File: src/rtl/axi4_burst_addr_gen.sv
// AXI4 burst address sequencer: expands one AW/AR-style command into a registered
// stream of per-beat records (address, lane offset, index, last, error).
module axi4_burst_addr_gen #(
  parameter int unsigned ADDR_WIDTH = 32,
  parameter int unsigned DATA_WIDTH = 64,
  parameter int unsigned ID_WIDTH   = 4,
  localparam int unsigned DATA_BYTES = DATA_WIDTH / 8,
  localparam int unsigned LANE_W     = (DATA_BYTES > 1) ? $clog2(DATA_BYTES) : 1
) (
  input  logic                  clk,
  input  logic                  rst,
  input  logic                  cmd_valid,
  output logic                  cmd_ready,
  input  logic [ID_WIDTH-1:0]   cmd_id,
  input  logic [ADDR_WIDTH-1:0] cmd_addr,
  input  logic [7:0]            cmd_len,
  input  logic [2:0]            cmd_size,
  input  logic [1:0]            cmd_burst,
  output logic                  beat_valid,
  input  logic                  beat_ready,
  output logic [ID_WIDTH-1:0]   beat_id,
  output logic [ADDR_WIDTH-1:0] beat_addr,
  output logic [LANE_W-1:0]     beat_offset,
  output logic [7:0]            beat_index,
  output logic                  beat_last,
  output logic                  beat_error
);

  // axi4_burst_t encodings
  localparam logic [1:0] BurstFixed = 2'b00;
  localparam logic [1:0] BurstIncr  = 2'b01;
  localparam logic [1:0] BurstWrap  = 2'b10;

  localparam logic [2:0]            SizeMax = 3'($clog2(DATA_BYTES));
  localparam logic [ADDR_WIDTH-1:0] AddrOne = ADDR_WIDTH'(1);

  typedef enum logic [0:0] {StIdle, StBurst} state_e;

  state_e state_q, state_d;

  logic                  cmd_hs, beat_hs;
  logic [ID_WIDTH-1:0]   id_q, id_d;
  logic [ADDR_WIDTH-1:0] addr_q, addr_d;
  logic [7:0]            index_q, index_d;
  logic                  last_q, last_d;
  logic                  error_q, error_d;
  logic [7:0]            len_q, len_d;
  logic [ADDR_WIDTH-1:0] bytes_q, bytes_d;
  logic                  hold_q, hold_d;  // address never moves (FIXED or error burst)
  logic                  wrap_q, wrap_d;
  logic [ADDR_WIDTH-1:0] wrap_lo_q, wrap_lo_d;
  logic [ADDR_WIDTH-1:0] wrap_hi_q, wrap_hi_d;

  logic [ADDR_WIDTH-1:0] cmd_bytes, cmd_mask, cmd_total, cmd_wrap_lo;
  logic [16:0]           cmd_total_x;  // full burst byte count, up to 256 * 128
  logic [11:0]           cmd_aligned_lo;
  logic                  cmd_cross4k, cmd_err;
  logic [ADDR_WIDTH-1:0] next_addr, incr_addr;

  // Command decode: burst geometry and legality, evaluated on the raw command inputs
  always_comb begin
    cmd_bytes      = AddrOne << cmd_size;
    cmd_mask       = ~(cmd_bytes - AddrOne);
    cmd_total_x    = ({9'd0, cmd_len} + 17'd1) << cmd_size;
    cmd_total      = ADDR_WIDTH'(cmd_total_x);
    cmd_wrap_lo    = cmd_addr & ~(cmd_total - AddrOne);
    cmd_aligned_lo = cmd_addr[11:0] & cmd_mask[11:0];
    cmd_cross4k    = ({5'd0, cmd_aligned_lo} + cmd_total_x) > 17'd4096;

    cmd_err = (cmd_size > SizeMax);
    case (cmd_burst)
      BurstFixed: if (cmd_len > 8'd15) cmd_err = 1'b1;
      BurstIncr:  if (cmd_cross4k) cmd_err = 1'b1;
      BurstWrap: begin
        if (!(cmd_len == 8'd1 || cmd_len == 8'd3 || cmd_len == 8'd7 || cmd_len == 8'd15)) begin
          cmd_err = 1'b1;
        end
        if ((cmd_addr & ~cmd_mask) != '0) cmd_err = 1'b1;
      end
      default:    cmd_err = 1'b1;
    endcase
  end

  // Output decode: beat_valid is the state, cmd_ready also opens on the last-beat handshake
  always_comb begin
    beat_valid = (state_q == StBurst);
    cmd_ready  = !rst && ((state_q == StIdle) || (beat_valid && beat_ready && last_q));
  end

  assign cmd_hs  = cmd_valid && cmd_ready;
  assign beat_hs = beat_valid && beat_ready;

  // Next-state: a last-beat handshake without a chained command returns to idle
  always_comb begin
    state_d = state_q;
    unique case (state_q)
      StIdle:  if (cmd_hs) state_d = StBurst;
      StBurst: if (beat_hs && last_q && !cmd_hs) state_d = StIdle;
      default: state_d = StIdle;
    endcase
  end

  // Beat datapath: load beat 0 on acceptance, otherwise advance on a non-last handshake
  always_comb begin
    incr_addr = (addr_q & ~(bytes_q - AddrOne)) + bytes_q;
    next_addr = (wrap_q && (incr_addr == wrap_hi_q)) ? wrap_lo_q : incr_addr;

    id_d      = id_q;
    addr_d    = addr_q;
    index_d   = index_q;
    last_d    = last_q;
    error_d   = error_q;
    len_d     = len_q;
    bytes_d   = bytes_q;
    hold_d    = hold_q;
    wrap_d    = wrap_q;
    wrap_lo_d = wrap_lo_q;
    wrap_hi_d = wrap_hi_q;

    if (cmd_hs) begin
      id_d      = cmd_id;
      addr_d    = cmd_addr;
      index_d   = 8'd0;
      last_d    = (cmd_len == 8'd0);
      error_d   = cmd_err;
      len_d     = cmd_len;
      bytes_d   = cmd_bytes;
      hold_d    = cmd_err || (cmd_burst == BurstFixed);
      wrap_d    = (cmd_burst == BurstWrap);
      wrap_lo_d = cmd_wrap_lo;
      wrap_hi_d = cmd_wrap_lo + cmd_total;
    end else if (beat_hs && !last_q) begin
      index_d = index_q + 8'd1;
      last_d  = ((index_q + 8'd1) == len_q);
      if (!hold_q) addr_d = next_addr;
    end
  end

  // State and beat registers, synchronous reset clears everything
  always_ff @(posedge clk) begin
    if (rst) begin
      state_q   <= StIdle;
      id_q      <= '0;
      addr_q    <= '0;
      index_q   <= '0;
      last_q    <= 1'b0;
      error_q   <= 1'b0;
      len_q     <= '0;
      bytes_q   <= '0;
      hold_q    <= 1'b0;
      wrap_q    <= 1'b0;
      wrap_lo_q <= '0;
      wrap_hi_q <= '0;
    end else begin
      state_q   <= state_d;
      id_q      <= id_d;
      addr_q    <= addr_d;
      index_q   <= index_d;
      last_q    <= last_d;
      error_q   <= error_d;
      len_q     <= len_d;
      bytes_q   <= bytes_d;
      hold_q    <= hold_d;
      wrap_q    <= wrap_d;
      wrap_lo_q <= wrap_lo_d;
      wrap_hi_q <= wrap_hi_d;
    end
  end

  assign beat_id     = id_q;
  assign beat_addr   = addr_q;
  assign beat_offset = addr_q[LANE_W-1:0];
  assign beat_index  = index_q;
  assign beat_last   = last_q;
  assign beat_error  = error_q;

endmodule

File: config.mk
export PLATFORM = sky130hd
export DESIGN_NAME = axi4_burst_addr_gen
export DESIGN_NICKNAME = d
export VERILOG_FILES = /design/src/rtl/axi4_burst_addr_gen.sv
export SDC_FILE = /design/constraint.sdc
export NUM_CORES = 1
export LEC_CHECK = 0
export ABC_CLOCK_PERIOD_IN_PS = 13140
export CORE_ASPECT_RATIO = 0.75
export CORE_UTILIZATION = 64
export CTS_BUF_LIST = sky130_fd_sc_hd__clkbuf_16
export DETAILED_ROUTE_END_ITERATION = 16
export PLACE_DENSITY = 0.88
export SYNTH_ARGS = -nofsm -noshare
export SYNTH_HDL_FRONTEND = slang
export SYNTH_SLANG_ARGS = --single-unit
File: constraint.sdc
create_clock -name clk -period 13.14 [get_ports clk]
set_input_delay 2.628 -clock clk [delete_from_list [all_inputs] [get_ports clk]]
set_output_delay 2.628 -clock clk [all_outputs]
set_load 0.03 [all_outputs]
After elaboration in Yosys (flattened, before gate mapping)
Cells that the tools add are included.
{"block": "totals", "register_bits": 153, "latch_bits": 0, "mem_bits_rw": 0, "mem_bits_ro": 0, "input_bits": 53, "out_inout_bits": 51, "n_memories": 0}
{"block": "op_classes", "add_sub_neg": 8, "multipliers": 0, "div": 0, "order_cmp": 3, "n_eq_ne": 9, "shifts": 2, "n_mux": 14, "bitwise": 9, "n_reduce_logical": 21}
{"op": "32-bit 2-to-1 mux", "count": 4}
{"op": "32-bit inverter", "count": 4}
{"op": "32-bit bitwise AND", "count": 3}
{"op": "32-bit by 1-bit subtractor with 32-bit output (second input constant)", "count": 2}
{"op": "32-bit by 17-bit adder with 32-bit output", "count": 1}
{"op": "32-bit adder", "count": 1}
{"op": "32-bit equality test", "count": 1}
{"op": "32-bit nonzero test", "count": 1}
{"op": "1-bit by 3-bit left shift with 32-bit output (first input constant)", "count": 1}
{"op": "17-bit by 1-bit subtractor with 18-bit output (second input constant)", "count": 1}
{"op": "12-bit by 17-bit adder with 17-bit output", "count": 1}
{"op": "17-bit by 13-bit greater-than comparator with 1-bit output (second input constant)", "count": 1}
{"op": "9-bit by 3-bit left shift with 17-bit output", "count": 1}
{"op": "12-bit bitwise AND", "count": 1}
{"op": "8-bit by 1-bit adder with 9-bit output (second input constant)", "count": 1}
{"op": "8-bit by 1-bit adder with 8-bit output (second input constant)", "count": 1}
{"op": "8-bit by 1-bit equality test with 1-bit output (second input constant)", "count": 1}
{"op": "8-bit by 2-bit equality test with 1-bit output (second input constant)", "count": 1}
{"op": "8-bit by 3-bit equality test with 1-bit output (second input constant)", "count": 1}
{"op": "8-bit by 4-bit equality test with 1-bit output (second input constant)", "count": 1}
{"op": "8-bit equality test", "count": 1}
{"op": "8-bit by 4-bit greater-than comparator with 1-bit output (second input constant)", "count": 1}
{"op": "8-bit logical NOT", "count": 1}
{"op": "1-bit 2-to-1 mux", "count": 8}
{"op": "14 further kinds", "count": 26}

Depth between registers and ports, before layout
{"block": "logic_depth", "depth_word": 10, "mapped_depth": 22}

Worst setup path after synthesis
OpenSTA, ideal clock, no wires.
{"block": "synth_path", "path_kind": "in2reg", "start": "input cmd_len[0]", "end": "register wrap_hi_q[19]", "setup_time_ps": 124, "t_arrival_ps": 6870, "required_time_ps": 13016, "slack_ps": 6147, "cell_stages": 17, "n_path_buf": 1, "path_cell_list": "buf_2 -> inv_1 -> ha_1 -> nor2b_1 -> a221oi_2 -> nand3_1 -> nor4_2 -> and3_1 -> nand2_1 -> or4_1 -> a21oi_1 -> ha_1 -> a41oi_1 -> a31oi_4 -> a32oi_1 -> mux2i_1 -> nand3_1"}
{"block": "synth_via", "elab_chain_cells": 6}
{"item": "start: declaration", "line": "16", "rtl": "input logic [7:0] cmd_len,"}
{"item": "8-bit by 1-bit adder with 9-bit output", "line": "64", "rtl": "cmd_total_x = ({9'd0, cmd_len} + 17'd1) << cmd_size;"}
{"item": "9-bit by 3-bit left shift with 17-bit output", "line": "64"}
{"item": "17-bit by 1-bit subtractor with 18-bit output", "line": "66", "rtl": "cmd_wrap_lo = cmd_addr & ~(cmd_total - AddrOne);"}
{"item": "32-bit inverter", "line": "66"}
{"item": "32-bit bitwise AND", "line": "66"}
{"item": "net cmd_wrap_lo[14]", "line": "54", "rtl": "logic [ADDR_WIDTH-1:0] cmd_bytes, cmd_mask, cmd_total, cmd_wrap_lo;"}
{"item": "32-bit by 17-bit adder with 32-bit output", "line": "131", "rtl": "wrap_hi_d = cmd_wrap_lo + cmd_total;"}
{"item": "end signal: assignment", "line": "166", "rtl": "wrap_hi_q <= wrap_hi_d;"}
{"item": "end: declaration", "line": "52", "rtl": "logic [ADDR_WIDTH-1:0] wrap_hi_q, wrap_hi_d;"}
The timed path passes the listed nets, and every way through them passes these cells.
A chain may end at the register's enable or synchronous reset.

Worst setup path after layout
Ends and elaborated chain as after synthesis.

==> qor_table.md <==
| Quantity | Value |
|---|---|
| Syn Std Cell Area | 0.0114 mm^2 |
| Final setup violating endpoints | 0 |
| Pins Over Slew Limit | 0 |
| Final-report hold violation count | 0 |
| Post-placement worst setup slack | 4.78 ns |
| Cell types with the largest area share after synthesis | dfxtp_1 23%, nand2_1 6.1%, xnor2_1 6.0%, o21ai_0 4.1%, nand3_1 3.3% |
| Portion of synthesized cell area occupied by the leading cell type | 0.227 |
| Synth Net Count | 1590 |
| Syn Inst Count | 1512 |
| Worst hold slack after final layout | 0.460 ns |
| Via Count | 13100 |
| Detailed router's first-iteration violation count | 2480 |
| Clock share of power | 0.367 |
| Inserted Diodes | 0 |
| Maximum number of pins on one net before global-route repair | 57 |
| Top-Level Pins | 104 |
| CP Max Fanout | 14 |
| Sequential cell fraction of total power | 0.352 |
| CP cell instances | clkdlybuf4s50_1, inv_1, ha_1, nor2b_1, a221oi_2, nand3_1, nor4_2, and3_1, nand2_1, or4_1, a21oi_1, ha_1, a41oi_1, a31oi_4, a32oi_1, mux2i_1, nand3_1 |
| Switching pwr | 482 uW |
| Library cell contributing the largest single delay on the critical path | clkdlybuf4s50_1 |
| CTS Buffer Depth | 2 |
| Power density cells | 99.6 mW/mm^2 |
| Share of cells above drive strength 1 | 0.0720 |
| Final HPWL from detailed placement | 32800 um |
| Highest clock frequency the design can meet | 0.123 GHz |
| Wirelength, routed | 44500 um |
| Yosys reg bits | 129 |
| Worst clock skew | 0.0147 ns |
| Worst Path Class, Setup | input port to register |
| Adder-Cell Fraction of Synth Area | 0.0282 |
| Overall die width | 156 um |
| Largest delay contributor family on the critical path | simple AND/OR/NAND/NOR gates |
| Logic pwr share | 0.280 |
| Post-CTS Hold Fix Bufs | 0 |
| Capturing element type of the critical path | register |
| Distinct cell type count of the synthesized netlist | 109 |
| Result of the run | finished clean |
| Via count of the first global-routing pass | 11600 |
| DRC | 0 |
| Worst slew slack as a fraction of its limit | 0.217 |
| Mapped Avg Cell Area | 7.51 um^2 |
| Tcrit/Tclk final | 0.617 |
| Count of H-tree levels built during CTS | 4 |
| EDFF count, synth | 0 |
| Number of maximum-capacitance violations | 0 |
| Placeable core region | 0.0171 mm^2 |
| Global routing usage summed across all routing layers | 0.478 |
| Routed wire per std cell | 24.9 um |
| Buffers & Inverters on Critical Path | 2 |
| Least setup slack across all paths after layout | 5.03 ns |
| Most repeated cell in the gate-level netlist after synthesis | nand2_1 |
| Worst Tran Pin Value | 1.17 ns |
| Synth Area in Compound Gates | 0.283 |
| Yosys synthesis warning count | 0 |
| Number of cells upsized or downsized after cts | 0 |
| 1st-pass router iterations | 10 |
| Share of async-settable or async-resettable flops after synthesis | 0 |
| Buffers added on ports | 103 |
| Post-detailed-route count of antenna-violating nets | 0 |
| Longest individual stage delay on the worst path | 0.77 ns |
| Root buf cell | clkbuf_16 |
| Gr ovfl total | 0 |
| Total setup buffers inserted after CTS | 0 |
| Summed negative setup slack over all endpoints | 0 ns |
| Area Overhead vs Synth | 13.4% |
| Endpoint arrival time on the critical path | 8.44 ns |
| Sequential share of the synthesized area | 0.227 |
| Number of CTS-inserted buffers | 17 |
| Starting density of the core | 0.665 |
| Dominant combinational cell family by area after synthesis | compound AO/OA/AOI/OAI gates |
| Standby leakage power | 0.00470 uW |
| Number of antenna violations at the first check in global routing | 0 |
| Number of vias per cell after detailed routing | 7.29 |
| Global-route wire length before repair | 67400 um |
| Class of the tightest hold or removal check | register to register |
| Clock slew at the register clock pins of the worst setup and hold paths | 0.07 ns |
| Cell-internal power | 801 uW |
| Full die area | 0.0183 mm^2 |
| Most used flip-flop cell after synthesis | dfxtp_1 |
| CP Data Required Time | 13.47 ns |
| Simple-gate share of the synthesized area | 0.274 |
| Element type at the critical path start | input port |
| Height of the die | 117 um |
| RSZ-0062 raised after global routing | no |
| Mux cell area share after synthesis | 0.0378 |
| Switching power as a share of total power | 0.376 |
| Xor/xnor share of the synthesized area | 0.0922 |
| Number of fill cells in the layout | 1293 |
| Total number of nets in the final design | 1621 |
| Yosys top cell by area | dfxtp_1 |
| Cell Rows | 41 |
| TritonCTS clock tree | done |
| Most common library cells after synthesis | 185 x nand2_1, 129 x dfxtp_1, 96 x nor2_1 |
| Worst VDD drop | 0.0860 mV |
| Final min period | 8.11 ns |
| Overall power after layout | 1280 uW |
| Number of clock sinks seen by CTS | 129 |
| Worst-skew pair later-pin latency | 0.44 ns |
| Placer congestion estimate | 1.04 |
## power by group through the flow
stage	combinational (uW)	clock [uW]	sequential, uW
detailed placement	337	0	455
floorplan	224	0	454
finish	360	471	452
CTS	342	467	447
global placement	331	0	454
global route	378	485	451
## registers in the layout, summed over array words and instances, names as in the netlist
signal and cells:
beat_addr 32, wrap_hi_q 32, wrap_lo_q 32, beat_index 8, bytes_q 8, len_q 8
beat_id 4, beat_error 1, beat_last 1, beat_valid 1, hold_q 1, wrap_q 1
## through the flow
stage	util	instance area (um^2)	instances
2_1_floorplan	-	11400	1512
3_3_place_gp	0.721	12300	1760
3_5_place_dp	0.721	12300	1760
4_1_cts	0.754	12900	1792
5_1_grt	0.754	12900	1792
6_report	0.754	12900	1792
## final timing paths
path / start / to / slack, ns / depth (start not counted)
min: wrap_lo_q[5] / wrap_lo_q[5] / 0.46 / 2
min reg2reg: wrap_lo_q[5] / wrap_lo_q[5] / 0.46 / 2
max: cmd_len[0] / wrap_hi_q[19] / 5.03 / 17
max reg2reg: bytes_q[0] / beat_addr[27] / 6.99 / 15
## metal layers
metal | share of wire | vias to the layer above | GRT usage | routed length [um]
met4 | 0.028 | 0 | 0.144 | 1250
met3 | 0.21 | 153 | 0.236 | 9170
met1 | 0.38 | 6085 | 0.676 | 17000
li1 | - | 5673 | - | -
met5 | 0 | - | 0 | 0
met2 | 0.38 | 1156 | 0.621 | 17100
## tightest hold or removal path, delay by kind of cell (launching register included)
family / cells / cell delay, ns
compound gates: 1 / 0.05
simple gates: 1 / 0.05
flops: 1 / 0.31
## logic make-up (layout without fill, tap and decap cells)
logic type	count (synthesis)	after routing
compound gates	453	453
xor+xnor	114	114
fa+ha+maj	25	25
buf+inv	154	198
flops	129	129
mux	42	42
simple gates	595	595
## cell type report
class                   count  area, um^2  area share
inverters                  52         195      0.0152
clock buffers              17         425      0.0330
clock inverters            15         141      0.0110
well taps                 236         295      0.0229
repair buffers            114        1110      0.0861
multi-input cells        1229        8130       0.631
flip-flops and latches    129        2580       0.201
## placed cells by master (no fill, tap or decap), types with 7 or more instances in the layout
cell type and n:
a211oi_1 18, a22o_1 12, o211ai_1 25, a21oi_1 61, ha_1 24, mux2i_1 35
nand4_1 31, a31oi_1 19, a21o_1 17, clkbuf_16 17, nor4_1 13, clkdlybuf4s50_1 102
nand2_1 185, buf_4 11, nor2_1 95, nand3_1 75, and2_1 12, xnor2_1 78
o2111ai_1 11, a32o_1 10, dfxtp_1 129, nor3_1 33, o21a_1 15, a22oi_1 33
xor2_1 32, a21boi_0 8, nor4b_1 7, nor2b_1 23, inv_1 51, mux2_2 7
nand2b_1 20, and3_1 38, o21ai_0 94, o22ai_1 33
(Power assumes the default switching activity.)
